**config.mk**
```make
export PLATFORM = sky130hd
export DESIGN_NAME = ap_mult_err_mon
export DESIGN_NICKNAME = d
export VERILOG_FILES = /design/src/rtl/ap_mult_err_mon_pkg.sv /design/src/rtl/ap_err_dist.sv /design/src/rtl/ap_mult_err_mon.sv
export SDC_FILE = /design/constraint.sdc
export NUM_CORES = 1
export LEC_CHECK = 0
export ABC_AREA = 0
export BUFFER_PORTS_ARGS = -buffer_cell sky130_fd_sc_hd__buf_2
export CAP_MARGIN = 10
export CORE_AREA = 2 2 165 167
export DETAILED_ROUTE_END_ITERATION = 7
export DIE_AREA = 0 0 167 169
export PLACE_DENSITY_LB_ADDON = 0.25
export RECOVER_POWER = 50
export SYNTH_ARGS = -nofsm -noshare
export SYNTH_HDL_FRONTEND = slang
export SYNTH_SLANG_ARGS = --single-unit
export TNS_END_PERCENT = 30
```
**constraint.sdc**
```tcl
create_clock -name clk -period 18.86 [get_ports clk]
set_clock_uncertainty 0.15 [all_clocks]
set_input_delay 3.772 -clock clk [delete_from_list [all_inputs] [get_ports clk]]
set_output_delay 3.772 -clock clk [all_outputs]
set_load 0.01 [all_outputs]
```
**src/rtl/ap_mult_err_mon_pkg.sv**
```systemverilog
// ============================================================================
// ap_mult_err_mon_pkg : shared FSM encoding and default widths for the
//                       approximate-multiplier error monitor.
// Revision 1.0
// ============================================================================
`default_nettype none

package ap_mult_err_mon_pkg;

  localparam int c_DW_DEFAULT    = 12;
  localparam int c_RW_DEFAULT    = 2 * c_DW_DEFAULT;
  localparam int c_CNT_W_DEFAULT = 16;
  localparam int c_ACC_W_DEFAULT = 40;

  localparam int c_ST_W = 2;
  localparam logic [c_ST_W-1:0] c_IDLE  = 2'd0;
  localparam logic [c_ST_W-1:0] c_RUN   = 2'd1;
  localparam logic [c_ST_W-1:0] c_DRAIN = 2'd2;
  localparam logic [c_ST_W-1:0] c_DONE  = 2'd3;

endpackage

`default_nettype wire

```
**src/rtl/ap_err_dist.sv**
```systemverilog
// ============================================================================
// ap_err_dist : combinational unsigned distance |a-b| with a nonzero flag.
// Revision 1.0
// ============================================================================
`default_nettype none

module ap_err_dist
  import ap_mult_err_mon_pkg::*;
#(
  parameter int W = c_RW_DEFAULT
) (
  input  logic [W-1:0] a_i,
  input  logic [W-1:0] b_i,
  output logic [W-1:0] dist_o,
  output logic         is_err_o
);

  logic w_a_ge_b;

  assign w_a_ge_b = (a_i >= b_i);
  assign dist_o   = w_a_ge_b ? (a_i - b_i) : (b_i - a_i);
  assign is_err_o = (a_i != b_i);

endmodule

`default_nettype wire

```
**src/rtl/ap_mult_err_mon.sv**
```systemverilog
// ============================================================================
// ap_mult_err_mon : scores an approximate multiplier over a window of beats
//                   (error count, saturating ED sum, max ED).
// Revision 1.0
// ============================================================================
`default_nettype none

module ap_mult_err_mon
  import ap_mult_err_mon_pkg::*;
#(
  parameter int DW    = c_DW_DEFAULT,
  parameter int RW    = 2 * DW,
  parameter int CNT_W = c_CNT_W_DEFAULT,
  parameter int ACC_W = c_ACC_W_DEFAULT
) (
  input  logic             clk,
  input  logic             rst,
  input  logic             start_i,
  input  logic [CNT_W-1:0] n_samples_i,
  input  logic             in_vld_i,
  output logic             in_rdy_o,
  input  logic [DW-1:0]    muld_i,
  input  logic [DW-1:0]    mulr_i,
  input  logic [RW-1:0]    res_ap_i,
  output logic             busy_o,
  output logic             done_o,
  output logic [CNT_W-1:0] sample_cnt_o,
  output logic [CNT_W-1:0] err_cnt_o,
  output logic [ACC_W-1:0] sum_ed_o,
  output logic [RW-1:0]    max_ed_o
);

  logic [c_ST_W-1:0] state_q, state_d;
  logic [CNT_W-1:0]  n_q;
  logic [CNT_W-1:0]  acc_q;

  logic              s1_vld_q;
  logic [RW-1:0]     s1_exact_q;
  logic [RW-1:0]     s1_ap_q;

  logic [CNT_W-1:0]  sample_q;
  logic [CNT_W-1:0]  err_q;
  logic [ACC_W-1:0]  sum_q;
  logic [RW-1:0]     max_q;

  logic              w_start_ok;
  logic              w_accept;
  logic              w_last;
  logic [RW-1:0]     w_exact;
  logic [RW-1:0]     w_ed;
  logic              w_is_err;
  logic [ACC_W:0]    w_sum_ext;
  logic [ACC_W-1:0]  w_sum_sat;

  assign w_start_ok = (state_q == c_IDLE) && start_i;
  assign in_rdy_o   = (state_q == c_RUN);
  assign w_accept   = in_vld_i && in_rdy_o;
  assign w_last     = w_accept && ((acc_q + CNT_W'(1)) == n_q);

  // Operands are zero-extended so the product is formed at full RW width.
  assign w_exact = {{(RW-DW){1'b0}}, muld_i} * {{(RW-DW){1'b0}}, mulr_i};

  ap_err_dist #(
    .W (RW)
  ) u_err_dist (
    .a_i      (s1_exact_q),
    .b_i      (s1_ap_q),
    .dist_o   (w_ed),
    .is_err_o (w_is_err)
  );

  assign w_sum_ext = {1'b0, sum_q} + {{(ACC_W+1-RW){1'b0}}, w_ed};
  assign w_sum_sat = w_sum_ext[ACC_W] ? {ACC_W{1'b1}} : w_sum_ext[ACC_W-1:0];

  always_comb begin
    state_d = state_q;
    case (state_q)
      c_IDLE: begin
        if (start_i) begin
          state_d = (n_samples_i != '0) ? c_RUN : c_DONE;
        end
      end
      c_RUN: begin
        if (w_last) begin
          state_d = c_DRAIN;
        end
      end
      c_DRAIN: begin
        if (!s1_vld_q) begin
          state_d = c_DONE;
        end
      end
      c_DONE:  state_d = c_IDLE;
      default: state_d = c_IDLE;
    endcase
  end

  always_ff @(posedge clk or posedge rst) begin
    if (rst) begin
      state_q <= c_IDLE;
      n_q     <= '0;
      acc_q   <= '0;
    end else begin
      state_q <= state_d;
      if (w_start_ok) begin
        n_q   <= n_samples_i;
        acc_q <= '0;
      end else if (w_accept) begin
        acc_q <= acc_q + CNT_W'(1);
      end
    end
  end

  always_ff @(posedge clk or posedge rst) begin
    if (rst) begin
      s1_vld_q   <= 1'b0;
      s1_exact_q <= '0;
      s1_ap_q    <= '0;
    end else begin
      s1_vld_q <= w_accept;
      if (w_accept) begin
        s1_exact_q <= w_exact;
        s1_ap_q    <= res_ap_i;
      end
    end
  end

  // Start and accumulation never coincide: S1 is empty whenever the FSM is in IDLE.
  always_ff @(posedge clk or posedge rst) begin
    if (rst) begin
      sample_q <= '0;
      err_q    <= '0;
      sum_q    <= '0;
      max_q    <= '0;
    end else if (w_start_ok) begin
      sample_q <= '0;
      err_q    <= '0;
      sum_q    <= '0;
      max_q    <= '0;
    end else if (s1_vld_q) begin
      sample_q <= sample_q + CNT_W'(1);
      if (w_is_err) begin
        err_q <= err_q + CNT_W'(1);
      end
      sum_q <= w_sum_sat;
      if (w_ed > max_q) begin
        max_q <= w_ed;
      end
    end
  end

  assign busy_o       = (state_q == c_RUN) || (state_q == c_DRAIN);
  assign done_o       = (state_q == c_DONE);
  assign sample_cnt_o = sample_q;
  assign err_cnt_o    = err_q;
  assign sum_ed_o     = sum_q;
  assign max_ed_o     = max_q;

endmodule

`default_nettype wire

```
==> results.toml, run 1 <==
[drt]
drt_first_pass_iters = 6
drtAntennaViolNets = 0
viasPerCell = 5.89
wl_um = 42000
drtIter0Drc = 1366
vias = 14500
wl_per_cell_um = 17.1
drc_errors = 0

[layout]
layout-drive-gt1-share_pct = 6.20
area_growth_pct = 8.25
fill_cells = 2205
design_area_mm2 = 0.0183
stdcell_count = 2454
final_nets = 2437
antennaDiodeCount = 0

[min_path]
holdCritPathClass = "reg2reg"

[yosys]
ys_top_cells_by_area = "dfrtp_1, ha_1, fa_1, nand2_1, inv_1"
synth_seq_cells = 179
synth_edf_count = 0
synth_top_area_cell = "dfrtp_1"
yosysWarnings = 0
yosysMostFrequentCell = "nand2_1"
synth_cells = 2000
ys.flop_type = "dfrtp_1"
seq_area_frac_synth_pct = 26.4
netlist_top_cells_count = "nand2_1, inv_1, dfrtp_1"
synth_area_per_cell_um2 = 8.47
ys_async_sr_fraction_pct = 100
ys_types = 75
syn_area_mm2 = 0.0169
yosys.area.top_type_share_pct = 26.4
synth_nets = 2337

[global_routing]
antenna_found_initial = 1
first_global_vias = 14100
grt-ovfl-total = 0
grtUsageTotal_pct = 30.0
grt_pass1_wl_um = 69000
grt_start_max_net_pins = 74

[clock_network]
cts_buffers = 17
cts.sink_count = 179
hold_buffers = 0
h-tree-depth = 4
clockBufferDepth = 2
clk_latency_ps = 450
clk_pin_slew_ps = 80
post_cts_resized = 0
cts_tree = "yes"
cts_setup_buffers = 0
cts.root.buffer_cell = "clkbuf_16"

[setup_path]
reg2reg_slack_ps = 11990
end_kind = "register"
critical_path_required_ps = 18970
arrival_ps = 8830
worstSetupStartpointType = "input port"
critical_path_class = "in2reg"
cp_max_fo = 12
endpoint = "s1_exact_q[21]$_DFFE_PP0P_"
rr_endpoint = "max_ed_o[23]$_DFFE_PP0P_"
worstSetupStartpoint = "mulr_i[5]"
reg2reg_depth = 20
reg2reg_from = "s1_exact_q[9]$_DFFE_PP0P_"

[sta]
tns_ps = 0
hold_violations = 0
max_slew_margin_pct = -91.6
setup_violations = 0
worst_pin_slew_ps = 2870
final.min_clock_period_ps = 8730
period_share_pct = 46.3
rsz0062_at_grt = "no"
maxSlewViolCount = 291
setup_slack_ps = 10130
max_freq_ghz = 0.115

[floorplanning]
initial_utilization_pct = 63.9
die-area_mm2 = 0.0282
rows = 60
die_h_um = 169
die_w_um = 167
core_mm2 = 0.0265
ios = 167

[status]
status = "finished, violations left"
violations = "max-capacitance violations, max-slew violations"

[placed_design]
pre_cts_ws_ps = 9730
place_area_mm2 = 0.0179
dp.cells = 2422
dp_hpwl_um = 32400
place_congestion = 0.941
numPortBuffers = 166

[run]
maxCapViolations = 5
[worst min-delay path by stage]
stage	cells after the start	end	startpoint	slack, ps
2_1_floorplan	2	s1_exact_q[23]$_DFFE_PP0P_	s1_exact_q[23]$_DFFE_PP0P_	310
3_3_place_gp	2	n_q[15]$_DFFE_PP0P_	n_q[15]$_DFFE_PP0P_	330
3_5_place_dp	2	n_q[3]$_DFFE_PP0P_	n_q[3]$_DFFE_PP0P_	340
4_1_cts	2	n_q[3]$_DFFE_PP0P_	n_q[3]$_DFFE_PP0P_	360
5_1_grt	2	n_q[15]$_DFFE_PP0P_	n_q[15]$_DFFE_PP0P_	390
6_report	2	n_q[3]$_DFFE_PP0P_	n_q[3]$_DFFE_PP0P_	360
[worst max-delay path: stages]
cell	delay, ps
buf_2	220
nand2_1	120
fa_1	580
fa_1	430
fa_1	520
inv_1	60
fa_1	530
inv_1	50
fa_1	530
inv_1	50
ha_1	340
a21oi_1	250
nor2b_1	80
o21a_1	170
a21oi_1	250
a2111o_1	250
nand3_1	110
a31oi_1	230
xor2_1	170
o21ai_0	100
[cells in the final DEF (no fill, tap or decap), drive strengths merged, types with 6 or more instances in the layout]
master,netlist,final
a31oi,30,30
a21o,42,42
o22ai,11,11
ha,166,166
nor2,135,135
and2,72,72
xor2,63,63
nor4,10,10
nand4,31,31
a211oi,20,20
xnor2,57,57
clkbuf,79,119
buf,16,75
o21ai,127,127
fa,103,103
clkinv,0,6
o31ai,7,7
o211a,7,7
inv,254,260
o21bai,10,10
nor3,25,25
nand3,38,38
and3,21,21
dfrtp,179,179
or2,8,8
nor2b,11,11
mux2i,25,25
or3,12,12
a21oi,99,99
nand2,254,254
o21a,20,20
[cell type report]
| class | count | area, µm² | area share (%) |
|---|---|---|---|
| multi-input cells | 1472 | 11100 | 60.6 |
| flip-flops and latches | 179 | 4480 | 24.4 |
| inverters | 254 | 955 | 5.21 |
| repair buffers | 176 | 769 | 4.20 |
| clock buffers | 18 | 439 | 2.40 |
| well taps | 341 | 427 | 2.33 |
| clock inverters | 14 | 154 | 0.839 |
[cell families after synthesis]
group / Yosys count / share of synthesized area [%]
and+or+nand+nor: 631 / 17.3
AOI/OAI and AO/OA: 427 / 16.1
buffers and inverters: 349 / 7.97
adders and majority gates: 269 / 24.4
DFF: 179 / 26.4
xor gates and xnor gates: 120 / 6.21
muxes: 25 / 1.50
[per-layer routing]
layer | global-route usage (%) | vias to the layer above | share of wire (%)
met2 | 48.7 | 535 | 47
met5 | 0 | - | 0
met3 | 3.95 | 80 | 6.8
li1 | - | 6872 | -
met1 | 41.7 | 6971 | 44
met4 | 10.6 | 0 | 2.9
[flip-flops by register name (all words and copies together) (netlist names)]
| register | flops |
|---|---|
| err_cnt_o | 16 |
| state_q | 2 |
| s1_exact_q | 24 |
| sample_cnt_o | 16 |
| s1_vld_q | 1 |
| s1_ap_q | 24 |
| acc_q | 16 |
| sum_ed_o | 40 |
| max_ed_o | 24 |
| n_q | 16 |
[metrics by stage]
stage	utilization, %	hold WS [ps]
6_report	69.2	359
3_3_place_gp	67.5	331
5_1_grt	69.2	390
4_1_cts	69.7	360
2_1_floorplan	-	306
3_5_place_dp	67.5	338
Power of run 1 is not shown: default switching activity piles up to over one toggle a cycle in this logic, so the estimate is an artifact.
==> inputs of run 2 (changes only) <==
--- a/config.mk
+++ b/config.mk
@@ -5,12 +5,12 @@
 export SDC_FILE = /design/constraint.sdc
 export NUM_CORES = 1
 export LEC_CHECK = 0
-export ABC_AREA = 0
+export ABC_AREA = 1
 export BUFFER_PORTS_ARGS = -buffer_cell sky130_fd_sc_hd__buf_2
 export CAP_MARGIN = 10
-export CORE_AREA = 2 2 165 167
+export CORE_AREA = 2 2 186 188
 export DETAILED_ROUTE_END_ITERATION = 7
-export DIE_AREA = 0 0 167 169
+export DIE_AREA = 0 0 188 190
 export PLACE_DENSITY_LB_ADDON = 0.25
 export RECOVER_POWER = 50
 export SYNTH_ARGS = -nofsm -noshare
==> constraint.sdc (replaced) <==
create_clock -name clk -period 7.4 [get_ports clk]
set_clock_uncertainty 0.15 [all_clocks]
set_input_delay 1.48 -clock clk [delete_from_list [all_inputs] [get_ports clk]]
set_output_delay 1.48 -clock clk [all_outputs]
set_load 0.01 [all_outputs]
==> run 2 against run 1 <==
  * The run still ends with max-capacitance violations, max-slew violations left
  * First-iteration DRC count shrank 30%
  * Via count grew 21%
  * Core utilization is 9.4 points lower
  * Non-clock buffer count is 4 lower
  * Final cell count up 34%
  * Critical path depth stayed put
  * Critical endpoint is now s1_exact_q[23]$_DFFE_PP0P_
==> results.toml, run 2 <==
[yosys]
synth.area.mux_share_pct = 0
yosysMostFrequentCell = "nand2_1"
synth_top_family_by_area = "simple AND/OR/NAND/NOR gates"
synth_seq_cells = 179
synth_edf_count = 0
seq_area_frac_synth_pct = 24.0
ys_async_sr_fraction_pct = 100
yosys.area_share.simple_pct = 26.8
netlist_top_cells_count = "nand2_1, inv_1, nor2_1"
synth_area_per_cell_um2 = 6.92
yosys.area.top_type_share_pct = 24.0
syn_area_mm2 = 0.0187
yosys.area_share.adder_pct = 22.2
ys_top_cells_by_area = "dfrtp_1, nand2_1, ha_1, fa_1, inv_1"
synth_nets = 3034
synth_top_area_cell = "dfrtp_1"
yosysWarnings = 0
yosys.area_share.xor_xnor_pct = 3.24
synth_compound_area_share_pct = 11.7
ys.flop_type = "dfrtp_1"
ys_types = 54
synth_cells = 2697

[clock_network]
cts_tree = "yes"
clk_pin_slew_ps = 80
cts.sink_count = 179
cts_buffers = 17
cts_setup_buffers = 0
clockBufferDepth = 2
h-tree-depth = 4
post_cts_resized = 0
hold_buffers = 0
cts.root.buffer_cell = "clkbuf_16"
clk_latency_ps = 460

[drt]
wl_per_cell_um = 15.5
drt_first_pass_iters = 6
viasPerCell = 5.32
drtAntennaViolNets = 0
vias = 17500
wl_um = 51000
drc_errors = 0
drtIter0Drc = 958

[sta]
tns_ps = 0
rsz0062_at_grt = "no"
period_share_pct = 84.3
final.min_clock_period_ps = 6240
max_freq_ghz = 0.160
whs_ps = 344
setup_slack_ps = 1160
worst_pin_slew_ps = 4130
maxSlewViolCount = 182
max_slew_margin_pct = -176
hold_violations = 0
setup_violations = 0

[status]
status = "finished, violations left"
violations = "max-capacitance violations, max-slew violations"

[setup_path]
max_stage_delay_ps = 600
end_kind = "register"
cp_max_fo = 12
critical_path_class = "in2reg"
worstPathCellList = "buf_2, nand2_1, fa_1, fa_1, fa_1, inv_1, fa_1, inv_1, fa_1, inv_1, ha_1, a21oi_1, o21ai_0, a21oi_1, o21ai_0, nand2_1, nand3_1, or2_2, nand3_1, nand2_1"
worst_path_dominant_cell_family = "adder cells"
arrival_ps = 6450
worstSetupStartpointType = "input port"
cp_slowest_cell = "fa_1"
crit_buf_inv = 4
crit_top_cell = "fa_1"
critical_path_required_ps = 7600

[global_routing]
grtUsageMet1_pct = 34.8
top_usage_layer = "met2"
gr-usage-met2_pct = 52.5
grt_use_met3_pct = 4.06
antenna_found_initial = 6
grt-ovfl-total = 0
grt_start_max_net_pins = 109
grt_pass1_wl_um = 84200
first_global_vias = 17500
grtUsageTotal_pct = 29.1

[layout]
design_area_mm2 = 0.0203
final_cell_mix = "nand2_1, inv_1, nor2_1"
final_common_cell = "nand2_1"
layout-drive-gt1-share_pct = 6.14
largest_reg_flops = 40
area_growth_pct = 8.71
seq_area_mm2 = 0.00448
multi_input_area_mm2 = 0.0119
fill_cells = 3326
final_nets = 3158

[floorplanning]
core_mm2 = 0.0339
die-area_mm2 = 0.0357
die_w_um = 188
initial_utilization_pct = 55.0
rows = 68
ios = 167
die_h_um = 190

[min_path]
holdCritPathClass = "reg2reg"

[placed_design]
place_congestion = 1.00
place_area_mm2 = 0.0198
numPortBuffers = 166
pre_cts_ws_ps = 657
dp_hpwl_um = 41600

[run]
maxCapViolations = 3
==> run 2: cell count changes in the layout (fill, tap and decap cells not counted), moves of 32 or more <==
cell / before / now
a21oi_1: 99 / 131
a21o_1: 41 / 8
xnor2_1: 57 / 9
inv_1: 252 / 514
nand3_1: 38 / 127
nand2_1: 254 / 757
o21ai_1: 0 / 35
and2_1: 71 / 1
nor2_1: 134 / 184
==> run 2: path summary, 6_finish.rpt <==
path                                               from                            to  slack (ps)  cells past startpoint
setup / recovery                              mulr_i[5]    s1_exact_q[23]$_DFFE_PP0P_        1160                     20
hold / removal             sample_cnt_o[15]$_DFFE_PP0P_  sample_cnt_o[15]$_DFFE_PP0P_         340                      1
min in group asynchronous                           rst      err_cnt_o[2]$_DFFE_PP0P_        2430                      2
setup reg to reg              s1_exact_q[0]$_DFFE_PP0P_      max_ed_o[15]$_DFFE_PP0P_        1950                     23
hold reg to reg            sample_cnt_o[15]$_DFFE_PP0P_  sample_cnt_o[15]$_DFFE_PP0P_         340                      1
max in group asynchronous                           rst     s1_exact_q[9]$_DFFE_PP0P_        2110                      3
==> run 2: worst register-to-register path, stage by stage, from the launching register on <==
cell and delay (ps):
dfrtp_1 380, inv_1 100, ha_1 200, inv_1 90, fa_1 470, inv_1 130
o21ai_2 110, a21oi_1 350, o21ai_2 120, nand2_1 130, nand2_4 200, inv_2 400
nand2_1 100, nand2_1 130, inv_1 100, ha_1 320, nand4_1 120, nor3_1 400
a21oi_1 160, nand2_1 180, inv_1 80, nor2_2 730, nand2_1 140, o21ai_1 110
==> run 2: cell families (layout without fill, tap and decap cells) <==
kind of cell             count (synthesis)  count (layout)
other                                    0               2
AO/OA/AOI/OAI                          399             399
flip-flops                             179             179
AND/OR/NAND/NOR                       1192            1192
XOR/XNOR                                69              69
adder cells (fa/ha/maj)                269             269
buffers and inverters                  589             726
==> run 2: final cells by class <==
| cell class | count | area share (%) |
|---|---|---|
| Multi-Input combinational cell | 1929 | 58.7 |
| Tap cell | 455 | 2.81 |
| Antenna cell | 2 | 0.0247 |
| Clock buffer | 17 | 2.10 |
| Timing Repair Buffer | 172 | 3.80 |
| Inverter | 522 | 9.66 |
| Clock inverter | 15 | 0.814 |
| Sequential cell | 179 | 22.1 |
==> run 2: per-layer routing <==
layer  part of all wire [%]  vias to the layer above
met5                   0.10                        -
met4                    4.0                        8
met3                    3.8                      124
met2                     50                      426
met1                     42                     8269
li1                       -                     8686
==> run 2: through the flow <==
step                utilization [%]  instances
floorplan                         -       2697
global placement               58.4       3257
detailed placement             58.4       3257
CTS                            60.2       3289
global route                   59.8       3289
finish                         59.8       3291
Power of run 2 is left out for the same reason.
